$ cat src/rtl/alu_cmd_pkg.sv
// Shared definitions for the ALU command sequencer: opcodes, FSM state
// encoding, status bit positions and the command validity check.
package alu_cmd_pkg;

    // ALU opcodes carried in the low nibble of the first command byte
    localparam logic [3:0] OP_EQ  = 4'd0;
    localparam logic [3:0] OP_GT  = 4'd1;
    localparam logic [3:0] OP_LT  = 4'd2;
    localparam logic [3:0] OP_ADD = 4'd3;
    localparam logic [3:0] OP_SUB = 4'd4;
    localparam logic [3:0] OP_MUL = 4'd5;
    localparam logic [3:0] OP_DIV = 4'd6;
    localparam logic [3:0] OP_MAX = 4'd6;

    // Bit positions inside the status byte
    localparam int ST_INVALID = 0;
    localparam int ST_DIV0    = 1;

    // Sequencer state encoding (7 states, 3 bits)
    localparam logic [2:0] ENC_GET_OP  = 3'd0;
    localparam logic [2:0] ENC_GET_A   = 3'd1;
    localparam logic [2:0] ENC_GET_B   = 3'd2;
    localparam logic [2:0] ENC_EXEC    = 3'd3;
    localparam logic [2:0] ENC_SEND_S  = 3'd4;
    localparam logic [2:0] ENC_SEND_A1 = 3'd5;
    localparam logic [2:0] ENC_SEND_A2 = 3'd6;

    typedef enum logic [2:0] {
        S_GET_OP  = ENC_GET_OP,
        S_GET_A   = ENC_GET_A,
        S_GET_B   = ENC_GET_B,
        S_EXEC    = ENC_EXEC,
        S_SEND_S  = ENC_SEND_S,
        S_SEND_A1 = ENC_SEND_A1,
        S_SEND_A2 = ENC_SEND_A2
    } seq_state_t;

    // Error flags for a captured command: unknown opcode or non-zero upper
    // nibble marks it invalid; a divide by zero is flagged separately.
    function automatic logic [1:0] cmd_flags(input logic [3:0] opcode,
                                             input logic [3:0] upper,
                                             input logic [7:0] operand_2);
        logic [1:0] f;
        f             = 2'b00;
        f[ST_INVALID] = (opcode > OP_MAX) || (upper != 4'h0);
        f[ST_DIV0]    = (opcode == OP_DIV) && (operand_2 == 8'h00);
        return f;
    endfunction

endpackage

$ cat src/rtl/alu_rsp_serializer.sv
// Response serializer: takes {status, ans1, ans2} in one parallel load and
// presents them as three bytes on a valid/ready stream, last on the third.
// out_data/out_last hold while out_valid && !out_ready; out_data reads 0
// whenever nothing is being offered.
module alu_rsp_serializer #(
    parameter int W = 8
) (
    input  logic         clk,
    input  logic         rst_n,
    input  logic         load,
    input  logic [W-1:0] status,
    input  logic [W-1:0] ans1,
    input  logic [W-1:0] ans2,
    input  logic         out_ready,
    output logic         out_valid,
    output logic [W-1:0] out_data,
    output logic         out_last
);

    logic [3*W-1:0] bytes_q;
    logic [1:0]     idx_q;
    logic           valid_q;

    // Load the response, then step through its bytes on each handshake
    always_ff @(posedge clk or negedge rst_n) begin
        if (!rst_n) begin
            bytes_q <= '0;
            idx_q   <= 2'd0;
            valid_q <= 1'b0;
        end else if (load) begin
            bytes_q <= {status, ans1, ans2};
            idx_q   <= 2'd0;
            valid_q <= 1'b1;
        end else if (valid_q && out_ready) begin
            if (idx_q == 2'd2) begin
                idx_q   <= 2'd0;
                valid_q <= 1'b0;
            end else begin
                idx_q <= idx_q + 2'd1;
            end
        end
    end

    // Select the byte currently on offer
    always_comb begin
        out_data = '0;
        out_last = 1'b0;
        if (valid_q) begin
            case (idx_q)
                2'd0:    out_data = bytes_q[3*W-1:2*W];
                2'd1:    out_data = bytes_q[2*W-1:W];
                2'd2:    out_data = bytes_q[W-1:0];
                default: out_data = '0;
            endcase
            out_last = (idx_q == 2'd2);
        end
    end

    assign out_valid = valid_q;

endmodule

$ cat src/rtl/alu_cmd_sequencer.sv
// Command-side initiator for the combinational 8-bit ALU. Collects a 3-byte
// command (operator, operand_1, operand_2), holds the ALU inputs in
// registers for one execute cycle, then returns (status, answer1, answer2).
// Both streams use valid/ready: a byte moves on a rising edge where valid
// and ready are both high; a producer never drops valid or changes data
// before that edge. Only one command is in flight at a time.
module alu_cmd_sequencer
    import alu_cmd_pkg::*;
#(
    parameter int DATA_W = 8,
    parameter int OP_W   = 4
) (
    input  logic              clk,
    input  logic              rst_n,
    input  logic              in_valid,
    output logic              in_ready,
    input  logic [DATA_W-1:0] in_data,
    output logic              out_valid,
    input  logic              out_ready,
    output logic [DATA_W-1:0] out_data,
    output logic              out_last,
    output logic [DATA_W-1:0] alu_operand_1,
    output logic [DATA_W-1:0] alu_operand_2,
    output logic [OP_W-1:0]   alu_operator,
    input  logic [DATA_W-1:0] alu_answer1,
    input  logic [DATA_W-1:0] alu_answer2,
    output logic              err_pulse
);

    seq_state_t               state_q, state_d;
    logic [DATA_W-OP_W-1:0]   upper_q;
    logic [OP_W-1:0]          op_q;
    logic [DATA_W-1:0]        opnd1_q, opnd2_q;
    logic                     err_q;
    logic                     ready_c;
    logic                     load;
    logic                     accept;
    logic                     rsp_fire;
    logic [1:0]               flags;
    logic [DATA_W-1:0]        status_c, ans1_c, ans2_c;

    // ready is forced low while reset is held so nothing is taken mid-reset
    assign in_ready = ready_c & rst_n;
    assign accept   = in_valid && in_ready;
    assign rsp_fire = out_valid && out_ready;

    // Next-state and control decode for the command/response sequence
    always_comb begin
        state_d = state_q;
        ready_c = 1'b0;
        load    = 1'b0;
        unique case (state_q)
            S_GET_OP: begin
                ready_c = 1'b1;
                if (in_valid) state_d = S_GET_A;
            end
            S_GET_A: begin
                ready_c = 1'b1;
                if (in_valid) state_d = S_GET_B;
            end
            S_GET_B: begin
                ready_c = 1'b1;
                if (in_valid) state_d = S_EXEC;
            end
            S_EXEC: begin
                load    = 1'b1;
                state_d = S_SEND_S;
            end
            S_SEND_S: begin
                if (rsp_fire) state_d = S_SEND_A1;
            end
            S_SEND_A1: begin
                if (rsp_fire) state_d = S_SEND_A2;
            end
            S_SEND_A2: begin
                if (rsp_fire) state_d = S_GET_OP;
            end
            default: state_d = S_GET_OP;
        endcase
    end

    // State register
    always_ff @(posedge clk or negedge rst_n) begin
        if (!rst_n) state_q <= S_GET_OP;
        else        state_q <= state_d;
    end

    // Capture command bytes into the registers that feed the ALU
    always_ff @(posedge clk or negedge rst_n) begin
        if (!rst_n) begin
            op_q    <= '0;
            upper_q <= '0;
            opnd1_q <= '0;
            opnd2_q <= '0;
        end else if (accept) begin
            if (state_q == S_GET_OP) begin
                op_q    <= in_data[OP_W-1:0];
                upper_q <= in_data[DATA_W-1:OP_W];
            end else if (state_q == S_GET_A) begin
                opnd1_q <= in_data;
            end else if (state_q == S_GET_B) begin
                opnd2_q <= in_data;
            end
        end
    end

    // Build status and gate ALU answers during the execute cycle
    always_comb begin
        flags    = cmd_flags(op_q, upper_q, opnd2_q);
        status_c = {op_q, 2'b00, flags};
        ans1_c   = alu_answer1;
        ans2_c   = alu_answer2;
        if (flags != 2'b00) begin
            ans1_c = '0;
            ans2_c = '0;
        end
    end

    // Error pulse lines up with the first cycle the status byte is offered
    always_ff @(posedge clk or negedge rst_n) begin
        if (!rst_n) err_q <= 1'b0;
        else        err_q <= load && (flags != 2'b00);
    end

    assign err_pulse     = err_q;
    assign alu_operator  = op_q;
    assign alu_operand_1 = opnd1_q;
    assign alu_operand_2 = opnd2_q;

    alu_rsp_serializer #(
        .W(DATA_W)
    ) u_rsp (
        .clk       (clk),
        .rst_n     (rst_n),
        .load      (load),
        .status    (status_c),
        .ans1      (ans1_c),
        .ans2      (ans2_c),
        .out_ready (out_ready),
        .out_valid (out_valid),
        .out_data  (out_data),
        .out_last  (out_last)
    );

endmodule
$ cat config.mk
export PLATFORM = sky130hd
export DESIGN_NAME = alu_cmd_sequencer
export DESIGN_NICKNAME = d
export VERILOG_FILES = /design/src/rtl/alu_cmd_pkg.sv /design/src/rtl/alu_rsp_serializer.sv /design/src/rtl/alu_cmd_sequencer.sv
export SDC_FILE = /design/constraint.sdc
export NUM_CORES = 1
export LEC_CHECK = 0
export CAP_MARGIN = 20
export CORE_MARGIN = 4
export CORE_UTILIZATION = 53
export DETAILED_ROUTE_END_ITERATION = 12
export GPL_TIMING_DRIVEN = 1
export PLACE_DENSITY = 0.91
export SYNTH_ARGS = -nofsm -noshare
export SYNTH_HDL_FRONTEND = slang
export SYNTH_SLANG_ARGS = --single-unit
$ cat constraint.sdc
create_clock -name clk -period 3.85 [get_ports clk]
set_clock_uncertainty 0.05 [all_clocks]
set_input_delay 0.385 -clock clk [delete_from_list [all_inputs] [get_ports clk]]
set_output_delay 0.385 -clock clk [all_outputs]
set_load 0.01 [all_outputs]
==> impl_metrics.yaml <==
outcome:
  outcome: "finished clean"
timing:
  fmax_mhz: 388
  worst_slew_pin_slew_ns: 1.09
  setup_violations: 0
  max-slew-margin-rel_pct: 27.4
  rsz0062_at_grt: "no"
  slew_violations: 0
  hold_viol: 0
  timing.setup.tns_ns: 0
  finalCritPeriodShare_pct: 67.0
  fin_crit_ns: 2.58
synthesis:
  ys_types: 39
  syn_nets: 257
  ys_warn_count: 0
  yosysSeqAreaShare_pct: 51.6
  syn_avg_cell_area_um2: 11.2
  netlist_instances: 229
  ys_seq_elements: 53
  syn_area_um2: 2570
global_routing:
  grt-ovfl-total: 0
  grt_busiest_layer: "met2"
  antenna_found_initial: 0
  grtUsageMet3_pct: 6.50
  grt_pass1_vias: 1914
  use_met1_pct: 26.2
  grt_max_degree: 55
  use_met2_pct: 29.4
  grt_pass1_wl_mm: 9.29
  track_usage_pct: 19.3
detailed_routing:
  ant_nets: 0
  num_vias: 1881
  dr.pass1.iters: 4
  wl_mm: 5.55
  viasPerCell: 5.42
  drtIter0Drc: 128
  drc: 0
  wl_per_cell_um: 16.0
cells_and_area:
  final_common_cell: "clkdlybuf4s50_1"
  drive_gt1_share_pct: 15.7
  fin_nets: 308
  layout.area.seq_um2: 1330
  instances_no_fill: 347
  nFillCells: 367
  insertedDiodeCount: 0
  final_cell_mix: "clkdlybuf4s50_1 (58), dfrtp_1 (53), nand2_1 (41)"
  fin_area_um2: 3220
  syn_to_final_growth_pct: 25.2
  multi_input_area_um2: 1120
job:
  drv_cap: 0
floorplanning:
  die_w_um: 77.7
  ios: 60
  start_util_pct: 54.4
  coreArea_um2: 4720
  num_rows: 25
  fp.dieH_um: 77.7
  die-area_um2: 6030
worst_setup_path:
  path_max_fanout: 10
  critPathArrivalTime_ns: 2.14
  end_kind: "output pin"
  cp.required_ns: 3.41
  worst-setup-path-type: "flop to output pin"
  cp-start-kind: "flop"
min_path:
  hp-class: "input pin to async pin"
cts:
  postCtsSetupBuffers: 0
  root_buffer: "clkbuf_8"
  cts_buffer_depth: 2
  clk_latency_ns: 0.30
  cts_tree: "yes"
  ctsHoldBuffers: 0
  clock_sinks: 53
  cts_buffers: 5
  htreeDepth: 2
  cts.clk_slew.worst_paths_ns: 0.09
  cts_resized: 0
placement:
  io_buffers: 59
  dp_cells: 340
  globalplace.congestion: 0.804
  placed_area_um2: 3130
  dp_hpwl_mm: 3.96
power_and_ir_drop:
  power_density_nw_per_um2: 743
  p_leak_uw: 0.00133
  peakVddDrop_uv: 370
## sequential cells by signal, indices dropped and copies added, names as in the netlist
signal,count
u_rsp.out_valid,1
alu_operator,4
u_rsp.bytes_q,22
u_rsp.idx_q,2
alu_operand_1,8
err_pulse,1
alu_operand_2,8
state_q,3
upper_q,4
## stage by stage
stage | worst slack [ns] | utilization (%) | hold slack, ns | total power [µW]
detailed placement | 1.58 | 66.3 | 0.417 | 2090
global placement | 1.64 | 66.3 | 0.410 | 2050
CTS | 1.24 | 68.1 | 0.194 | 2410
finish | 1.27 | 68.1 | 0.171 | 2390
global route | 1.09 | 68.1 | 0.231 | 2560
floorplan | 2.19 | - | 0.0394 | 1650
## synthesized netlist by cell type, drive strengths merged
master | number | area, µm²
o21ai | 3 | 15.0
a21boi | 6 | 45.0
clkbuf | 4 | 15.0
nand3b | 2 | 15.0
nand3 | 18 | 90.1
a21o | 1 | 7.51
and3 | 2 | 12.5
a221o | 1 | 10.0
inv | 1 | 3.75
xnor2 | 1 | 8.76
nor4bb | 2 | 35.0
a311o | 1 | 10.0
nand2 | 43 | 171
and2 | 2 | 15.0
nor3 | 1 | 16.3
nor4 | 2 | 12.5
and3b | 2 | 17.5
mux2 | 24 | 300
a21oi | 5 | 25.0
nand2b | 2 | 12.5
nor2 | 3 | 13.8
nor4b | 1 | 8.76
or2 | 6 | 37.5
mux2i | 7 | 70.1
nor3b | 2 | 15.0
o31ai | 16 | 120
dfrtp | 53 | 1330
a22oi | 2 | 15.0
nor2b | 4 | 25.0
buf | 12 | 101
## metal layers
layer	part of all wire, %	up-vias	wire [µm]
li1	-	907	-
met1	47	898	2620
met2	43	67	2410
met4	1.7	0	93
met3	7.5	9	416
met5	0	-	0
## critical path: stages (launching register included)
cell,delay [ns]
dfrtp_1,0.54
nor2b_1,0.47
nand2_1,0.11
a21boi_0,0.18
clkdlybuf4s50_1,0.55
## path summary, 6_finish.rpt
path | slack (ns) | cells after the start | to | startpoint
worst max-delay path | 1.27 | 4 | out_data[0] | u_rsp.idx_q[1]
worst max register to register | 1.98 | 3 | u_rsp.bytes_q[12] | alu_operator[0]
worst min register to register | 0.43 | 2 | u_rsp.bytes_q[16] | u_rsp.bytes_q[16]
worst min-delay path | 0.17 | 2 | u_rsp.bytes_q[15] | rst_n
max in group asynchronous | 3.14 | 2 | upper_q[2] | rst_n
min in group clk | 0.43 | 2 | u_rsp.bytes_q[16] | u_rsp.bytes_q[16]
## where the power goes
group | total [µW] | switching, µW | internal, µW
Sequential | 1050 | 246 | 804
Clock | 314 | 171 | 143
Combinational | 1030 | 443 | 584
## final cells by class
| cell class | instances | area share [%] |
|---|---|---|
| Clock buffer | 7 | 2.68 |
| Inverter | 1 | 0.117 |
| Multi-Input combinational cell | 159 | 35.0 |
| Sequential cell | 53 | 41.2 |
| Tap cell | 67 | 2.60 |
| Timing Repair Buffer | 60 | 18.4 |
## cell families after synthesis
group / share of synthesized area [%]
compound gates: 9.63
xor+xnor: 0.341
simple gates: 19.4
flops: 51.6
buf+inv: 4.67
mux: 14.4
Power figures use the tool's default switching activity.
